===== src/rtl/ptr_noc_pkg.sv =====
// Shared types and helpers for the ring local interface: hop-count math
// and the RX arbiter grant encoding.
package ptr_noc_pkg;

  localparam int NODE_NUM_DFLT = 8;
  localparam int DEST_W        = $clog2(NODE_NUM_DFLT);

  typedef enum logic [1:0] {
    GNT_NONE = 2'd0,
    GNT_RING = 2'd1,
    GNT_LOOP = 2'd2
  } ptr_gnt_e;

  // Forward distance around the ring from self to dest; 0 means self.
  function automatic int ptr_hop_cnt(input int dest, input int self, input int nodeNum);
    return (dest >= self) ? (dest - self) : (dest + nodeNum - self);
  endfunction

endpackage


===== src/rtl/ptr_noc_local_if.sv =====
// Local-port bundle between a ring router and its local node.
// r2l = router-to-local (show-ahead buffer), l2r = local-to-router.
interface PtrNocLocalIf #(
  parameter int DATA_WIDTH = 32,
  parameter int NODE_NUM   = 8
);
  logic                        r2lPktVld;
  logic                        r2lRd;
  logic [DATA_WIDTH-1:0]       r2lDat;
  logic                        l2rFul;
  logic                        l2rWr;
  logic [DATA_WIDTH-1:0]       l2rDat;
  logic [$clog2(NODE_NUM)-1:0] destCnt;

  modport LocalNode (
    input  r2lPktVld, l2rFul, r2lDat,
    output r2lRd, l2rWr, l2rDat, destCnt
  );

  modport Router (
    output r2lPktVld, l2rFul, r2lDat,
    input  r2lRd, l2rWr, l2rDat, destCnt
  );
endinterface


===== src/rtl/ptr_rr_arb2.sv =====
// Two-requester round-robin arbiter (ring vs. loopback). Grants only while
// enabled; after a contended grant the pointer moves to the loser.
module ptr_rr_arb2
  import ptr_noc_pkg::*;
(
  input  logic       clk,
  input  logic       rst,
  input  logic       en,
  input  logic       reqRing,
  input  logic       reqLoop,
  output logic [1:0] gnt
);

  logic     rrPtr;
  ptr_gnt_e gntSel;

  always_comb begin
    gntSel = GNT_NONE;
    if (en) begin
      if (reqRing && reqLoop) gntSel = rrPtr ? GNT_LOOP : GNT_RING;
      else if (reqRing)       gntSel = GNT_RING;
      else if (reqLoop)       gntSel = GNT_LOOP;
    end
  end

  assign gnt = gntSel;

  always_ff @(posedge clk or negedge rst) begin
    if (!rst) begin
      rrPtr <= 1'b0;
    end else if (en && reqRing && reqLoop) begin
      rrPtr <= (gntSel == GNT_RING);
    end
  end

endmodule


===== src/rtl/ptr_local_node_adapter.sv =====
// Local-node end of the ring: core TX stream -> router l2r buffer with hop
// count, router r2l buffer -> registered core RX, self-addressed loopback.
module ptr_local_node_adapter
  import ptr_noc_pkg::*;
#(
  parameter int DATA_WIDTH = 32,
  parameter int NODE_NUM   = 8,
  parameter int NODE_ID    = 0,
  parameter int CNT_WIDTH  = 16
) (
  input  logic                        clk,
  input  logic                        rst,
  PtrNocLocalIf.LocalNode             bLocalDat,
  input  logic                        iTxVld,
  output logic                        oTxRdy,
  input  logic [$clog2(NODE_NUM)-1:0] iTxDestId,
  input  logic [DATA_WIDTH-1:0]       iTxDat,
  output logic                        oRxVld,
  input  logic                        iRxRdy,
  output logic [DATA_WIDTH-1:0]       oRxDat,
  output logic                        oDestErr,
  output logic [CNT_WIDTH-1:0]        oTxCnt,
  output logic [CNT_WIDTH-1:0]        oRxCnt
);

  localparam int DestW = $clog2(NODE_NUM);

  logic                  txHoldVld;
  logic [DestW-1:0]      txHoldHop;
  logic [DATA_WIDTH-1:0] txHoldDat;
  logic                  rxVld_p1;
  logic [DATA_WIDTH-1:0] rxDat_p1;
  logic                  destErr;
  logic [CNT_WIDTH-1:0]  txCnt;
  logic [CNT_WIDTH-1:0]  rxCnt;

  logic [1:0]            gntCode;
  ptr_gnt_e              rxGnt;
  logic [DestW-1:0]      hopNext;
  logic                  hopIsSelf;
  logic                  destBad;
  logic                  txAccept;
  logic                  txPopRing;
  logic                  txPopLoop;
  logic                  txPop;
  logic                  loopReq;
  logic                  rxSlotFree;

  assign destBad    = (int'(iTxDestId) >= NODE_NUM);
  assign hopNext    = DestW'(ptr_hop_cnt(int'(iTxDestId), NODE_ID, NODE_NUM));
  assign hopIsSelf  = (txHoldHop == '0);
  assign loopReq    = txHoldVld & hopIsSelf;
  assign rxSlotFree = !rxVld_p1 | iRxRdy;

  // Gating the enable with rst keeps r2lRd quiet while reset is held.
  ptr_rr_arb2 uArb (
    .clk     (clk),
    .rst     (rst),
    .en      (rxSlotFree & rst),
    .reqRing (bLocalDat.r2lPktVld),
    .reqLoop (loopReq),
    .gnt     (gntCode)
  );

  assign rxGnt     = ptr_gnt_e'(gntCode);
  assign txPopRing = txHoldVld & !hopIsSelf & !bLocalDat.l2rFul;
  assign txPopLoop = (rxGnt == GNT_LOOP);
  assign txPop     = txPopRing | txPopLoop;
  assign oTxRdy    = !txHoldVld | txPop;
  assign txAccept  = iTxVld & oTxRdy;

  assign bLocalDat.l2rWr   = txPopRing;
  assign bLocalDat.l2rDat  = txHoldDat;
  assign bLocalDat.destCnt = txHoldHop;
  assign bLocalDat.r2lRd   = (rxGnt == GNT_RING);

  // TX hold stage: bad destinations are swallowed and reported next cycle.
  always_ff @(posedge clk or negedge rst) begin
    if (!rst) begin
      txHoldVld <= 1'b0;
      txHoldHop <= '0;
      txHoldDat <= '0;
      destErr   <= 1'b0;
    end else begin
      destErr <= txAccept & destBad;
      if (txAccept && !destBad) begin
        txHoldVld <= 1'b1;
        txHoldHop <= hopNext;
        txHoldDat <= iTxDat;
      end else if (txPop) begin
        txHoldVld <= 1'b0;
      end
    end
  end

  // RX output stage: refill from the granted source, else drain on ready.
  always_ff @(posedge clk or negedge rst) begin
    if (!rst) begin
      rxVld_p1 <= 1'b0;
      rxDat_p1 <= '0;
    end else begin
      unique case (rxGnt)
        GNT_RING: begin
          rxVld_p1 <= 1'b1;
          rxDat_p1 <= bLocalDat.r2lDat;
        end
        GNT_LOOP: begin
          rxVld_p1 <= 1'b1;
          rxDat_p1 <= txHoldDat;
        end
        default: begin
          if (iRxRdy) rxVld_p1 <= 1'b0;
        end
      endcase
    end
  end

  always_ff @(posedge clk or negedge rst) begin
    if (!rst) begin
      txCnt <= '0;
      rxCnt <= '0;
    end else begin
      if (txPopRing)         txCnt <= txCnt + 1'b1;
      if (rxVld_p1 && iRxRdy) rxCnt <= rxCnt + 1'b1;
    end
  end

  assign oRxVld   = rxVld_p1;
  assign oRxDat   = rxDat_p1;
  assign oDestErr = destErr;
  assign oTxCnt   = txCnt;
  assign oRxCnt   = rxCnt;

endmodule


===== src/flat_wrapper.sv =====
// flat-port wrapper written by rule: the top's interface ports become plain ports
module ptr_local_node_adapter_flat import ptr_noc_pkg::*;
#(
  parameter int DATA_WIDTH = 32,
  parameter int NODE_NUM   = 8,
  parameter int NODE_ID    = 0,
  parameter int CNT_WIDTH  = 16
)
  (clk, rst, iTxVld, oTxRdy, iTxDestId, iTxDat, oRxVld, iRxRdy, oRxDat, oDestErr, oTxCnt, oRxCnt, bLocalDat_r2lPktVld, bLocalDat_l2rFul, bLocalDat_r2lDat, bLocalDat_r2lRd, bLocalDat_l2rWr, bLocalDat_l2rDat, bLocalDat_destCnt);
  PtrNocLocalIf #(.DATA_WIDTH(DATA_WIDTH), .NODE_NUM(NODE_NUM)) bLocalDat_i ();
  input  logic clk;
  input  logic rst;
  input  logic iTxVld;
  output logic oTxRdy;
  input  logic [$clog2(NODE_NUM)-1:0] iTxDestId;
  input  logic [DATA_WIDTH-1:0] iTxDat;
  output logic oRxVld;
  input  logic iRxRdy;
  output logic [DATA_WIDTH-1:0] oRxDat;
  output logic oDestErr;
  output logic [CNT_WIDTH-1:0] oTxCnt;
  output logic [CNT_WIDTH-1:0] oRxCnt;
  input wire logic [$bits(bLocalDat_i.r2lPktVld)-1:0] bLocalDat_r2lPktVld;
  input wire logic [$bits(bLocalDat_i.l2rFul)-1:0] bLocalDat_l2rFul;
  input wire logic [$bits(bLocalDat_i.r2lDat)-1:0] bLocalDat_r2lDat;
  output wire logic [$bits(bLocalDat_i.r2lRd)-1:0] bLocalDat_r2lRd;
  output wire logic [$bits(bLocalDat_i.l2rWr)-1:0] bLocalDat_l2rWr;
  output wire logic [$bits(bLocalDat_i.l2rDat)-1:0] bLocalDat_l2rDat;
  output wire logic [$bits(bLocalDat_i.destCnt)-1:0] bLocalDat_destCnt;
  assign bLocalDat_i.r2lPktVld = bLocalDat_r2lPktVld;
  assign bLocalDat_i.l2rFul = bLocalDat_l2rFul;
  assign bLocalDat_i.r2lDat = bLocalDat_r2lDat;
  assign bLocalDat_r2lRd = bLocalDat_i.r2lRd;
  assign bLocalDat_l2rWr = bLocalDat_i.l2rWr;
  assign bLocalDat_l2rDat = bLocalDat_i.l2rDat;
  assign bLocalDat_destCnt = bLocalDat_i.destCnt;
  ptr_local_node_adapter #(.DATA_WIDTH(DATA_WIDTH), .NODE_NUM(NODE_NUM), .NODE_ID(NODE_ID), .CNT_WIDTH(CNT_WIDTH)) u_core (.clk(clk), .rst(rst), .bLocalDat(bLocalDat_i), .iTxVld(iTxVld), .oTxRdy(oTxRdy), .iTxDestId(iTxDestId), .iTxDat(iTxDat), .oRxVld(oRxVld), .iRxRdy(iRxRdy), .oRxDat(oRxDat), .oDestErr(oDestErr), .oTxCnt(oTxCnt), .oRxCnt(oRxCnt));
endmodule

===== config.mk =====
export PLATFORM = sky130hd
export DESIGN_NAME = ptr_local_node_adapter_flat
export DESIGN_NICKNAME = d
export VERILOG_FILES = /design/src/rtl/ptr_noc_pkg.sv /design/src/rtl/ptr_noc_local_if.sv /design/src/rtl/ptr_rr_arb2.sv /design/src/rtl/ptr_local_node_adapter.sv /design/src/flat_wrapper.sv
export SDC_FILE = /design/constraint.sdc
export NUM_CORES = 1
export LEC_CHECK = 0
export BUFFER_PORTS_ARGS = -buffer_cell sky130_fd_sc_hd__buf_2
export CAP_MARGIN = 25
export CELL_PAD_IN_SITES_DETAIL_PLACEMENT = 1
export CELL_PAD_IN_SITES_GLOBAL_PLACEMENT = 2
export CORE_AREA = 5 5 134 136
export CTS_CLUSTER_DIAMETER = 60
export DETAILED_ROUTE_END_ITERATION = 7
export DIE_AREA = 0 0 139 141
export GPL_TIMING_DRIVEN = 0
export PLACE_DENSITY_LB_ADDON = 0.1
export SYNTH_ARGS = -nofsm -noshare
export SYNTH_HDL_FRONTEND = slang
export SYNTH_SLANG_ARGS = --single-unit

===== constraint.sdc =====
create_clock -name clk -period 2.3 [get_ports clk]
set_input_delay 0.23 -clock clk [delete_from_list [all_inputs] [get_ports clk]]
set_output_delay 0.23 -clock clk [all_outputs]
set_load 0.02 [all_outputs]

==> results.py <==
metrics = {
    "clock_tree": {
        "root_buffer": "clkbuf_16",
        "cts_tree": "done",
        "clk_pin_slew_worst_paths_ns": 0.07,
        "htree_levels": 3,
        "clock_sinks": 102,
        "clockBufferDepth": 2,
        "clock_latency_ns": 0.35,
        "cts_buffers": 9,
    },
    "final_layout": {
        "layout_commonest_cell": "buf_2",
        "layout_common_cells": "buf_2 (175), dfrtp_1 (100), nand2_1 (42)",
        "drive_above_1_share_pct": 42.4,
        "final_area_mm2": 0.00610,
        "layout.nets": 629,
        "area_growth_pct": 39.2,
        "nFillCells": 1930,
    },
    "logic_synthesis": {
        "async_reset_ff_share_pct": 100,
        "synthDistinctLibCells": 35,
        "synth-compound-area-share_pct": 4.14,
        "yosysSeqAreaShare_pct": 58.2,
        "synth_top_family_by_area": "multiplexers",
        "syn_inst": 355,
        "yosys_register_bits": 102,
        "ys_warn_count": 0,
        "netlist_area_mm2": 0.00438,
        "synthFlopType": "dfrtp_1",
        "synth_nets": 432,
        "synthSimpleGateAreaFrac_pct": 11.0,
        "synth_xor_area_share_pct": 5.99,
        "synth_edf_count": 0,
        "avgSynthCellArea_um2": 12.3,
        "synth_adder_area_share_pct": 1.14,
        "synth.area.mux_share_pct": 17.1,
    },
    "power": {
        "ir_worst_vdd_mv": 0.427,
        "p_per_area_mw_per_mm2": 949,
        "p_leak_uw": 0.00295,
        "total_power_uw": 5790,
    },
    "place": {
        "portBuffers": 175,
        "dp.final_hpwl_um": 9740,
        "post-place-ws_ns": -0.406,
        "routabilityCongestion": 0.722,
        "detailed_place.area_mm2": 0.00558,
    },
    "floorplan": {
        "core-area_mm2": 0.0168,
        "die_h_um": 141,
        "die_w_um": 139,
        "die-area_mm2": 0.0196,
        "pin_count": 177,
        "rows": 48,
        "start_util_pct": 26.1,
    },
    "routing": {
        "wl_met1_um": 5630,
        "final_antenna_net_count": 0,
        "post_drt_wl_per_cell_um": 17.0,
        "top_layer": "met5",
        "drc": 0,
        "wl_um": 13300,
        "drt_pass1_iterations": 4,
        "viasPerCell": 4.28,
        "wl_met2_um": 6320,
        "wl_met3_um": 1160,
        "drt-initial-drc-count": 79,
        "vias": 3353,
    },
    "global_route": {
        "antenna_found_initial": 2,
        "grt-ovfl-total": 0,
        "grt_use_total_pct": 13.7,
        "grt_pass1_wl_um": 21000,
        "grt_pass1_vias": 3842,
        "grt_start_max_net_pins": 65,
    },
    "worst_setup_path": {
        "worstPathRequired_ns": 2.52,
        "arrival_ns": 2.40,
        "end_kind": "flip-flop",
        "cp_max_fo": 7,
        "crit_type": "input pin to flip-flop",
        "cp-start-kind": "input pin",
    },
    "sta": {
        "report.final.hold_viol_count": 0,
        "maxSlewViolCount": 0,
        "setup_viol": 0,
        "period_share_pct": 94.5,
        "clock.fmax_mhz": 460,
        "worst_pin_slew_ns": 0.639,
        "setup_ws_ns": 0.126,
        "fin_crit_ns": 2.17,
        "slew_headroom_pct": 57.0,
        "skew_ns": 0.00986,
    },
    "run": {
        "maxCapViolCount": 0,
    },
    "run_status": {
        "outcome": "finished, final reports clean",
    },
    "min_path": {
        "hold_path_class": "input pin to flip-flop",
    },
}
area by class of cell:
cell class	count	area [um2]	share of cell area, %
flip-flops and latches	102	2550	41.9
multi-input cells	234	1780	29.2
repair buffers	187	1050	17.2
well taps	225	282	4.61
clock buffers	13	270	4.43
plain buffers	14	129	2.11
clock inverters	2	16.3	0.267
inverters	4	15.0	0.246
diodes	2	5.00	0.0820
critical path, stage by stage:
cell           delay [ns]
dlygate4sd3_1        0.55
buf_6                0.15
nand3_1              0.11
o21bai_4             0.19
ha_2                 0.19
buf_8                0.14
nor2b_4              0.12
o21ai_4              0.10
nand2_8              0.15
clkbuf_16            0.17
mux2_1               0.31
cells by family (layout without fill, tap and decap cells):
family / after synthesis / count (layout)
DFF: 102 / 102
and+or+nand+nor: 94 / 94
muxes: 70 / 70
AOI/OAI and AO/OA: 35 / 35
xor gates and xnor gates: 30 / 30
buffers and inverters: 19 / 220
adders and majority gates: 4 / 4
other: 1 / 3
cell usage after synthesis (2+ instances only):
cell type / instances / area, um2
xnor2_1: 19 / 166
clkbuf_1: 8 / 30.0
nor4_1: 2 / 12.5
buf_2: 3 / 15.0
nor2b_1: 2 / 12.5
inv_1: 4 / 15.0
and4_1: 2 / 17.5
dfrtp_1: 102 / 2550
and3_1: 4 / 25.0
mux2i_1: 32 / 320
xor2_1: 11 / 96.3
nor2_1: 7 / 26.3
o21ai_0: 32 / 160
nand2b_1: 2 / 12.5
mux2_1: 30 / 338
nor3_1: 3 / 15.0
mux2_2: 8 / 90.1
nand2_1: 43 / 161
ha_1: 4 / 50.1
buf_6: 3 / 33.8
nand4_1: 5 / 31.3
nand3_1: 16 / 80.1
sequential cells by signal, indices dropped and copies added (netlist names):
signal,cells
u_core.bLocalDat.l2rDat,32
u_core.oRxDat,32
u_core.oRxCnt,16
u_core.oTxCnt,16
u_core.bLocalDat.destCnt,3
u_core.oRxVld,1
u_core.txHoldVld,1
u_core.uArb.rrPtr,1
metal layers:
| metal | vias up | global-route usage (%) |
|---|---|---|
| met4 | 4 | 4.02 |
| met3 | 14 | 6.28 |
| met1 | 1616 | 16.3 |
| li1 | 1617 | - |
| met2 | 102 | 22.3 |
| met5 | - | 0 |
power breakdown:
group          switching (uW)  leakage [uW]  internal, uW
Combinational            1080       0.00155           691
Clock                     681      0.000138           821
Sequential                326       0.00126          2190
Total                    2080       0.00295          3700
path summary, 6_finish.rpt:
path,depth (start not counted),endpoint,slack (ns),startpoint
worst max-delay path,11,u_core.bLocalDat.l2rDat[12],0.13,rst
worst min-delay path,2,u_core.bLocalDat.l2rDat[5],0.09,iTxDat[5]
worst max register to register,10,u_core.bLocalDat.l2rDat[12],0.14,u_core.bLocalDat.destCnt[2]
worst min register to register,1,u_core.oTxCnt[15],0.47,u_core.oTxCnt[15]
max in group asynchronous,3,u_core.oRxDat[7],1.51,rst
min in group asynchronous,3,u_core.oRxCnt[14],0.44,rst
metrics by stage:
step,instances,setup TNS [ns],util [%],hold WS (ns)
final,783,0,36.3,0.0850
after global routing,781,-0.00878,36.3,0.0638
after CTS,777,0,35.5,0.0662
after detailed placement,756,-21.88,33.2,0.180
after global placement,755,-171.98,33.0,0.441
after floorplan,355,-1.57,-,-0.0656
what timing repair did:
action | 4_1_cts | 5_1_grt
resized for setup | 12 | 15
gates cloned | 0 | 2
hold buffers | 2 | 0
hold endpoints to repair | 38 | 0
pin swaps | 3 | 4
setup buffers | 4 | 3
setup endpoints to repair | 70 | 69
Power figures use the tool's default switching activity.
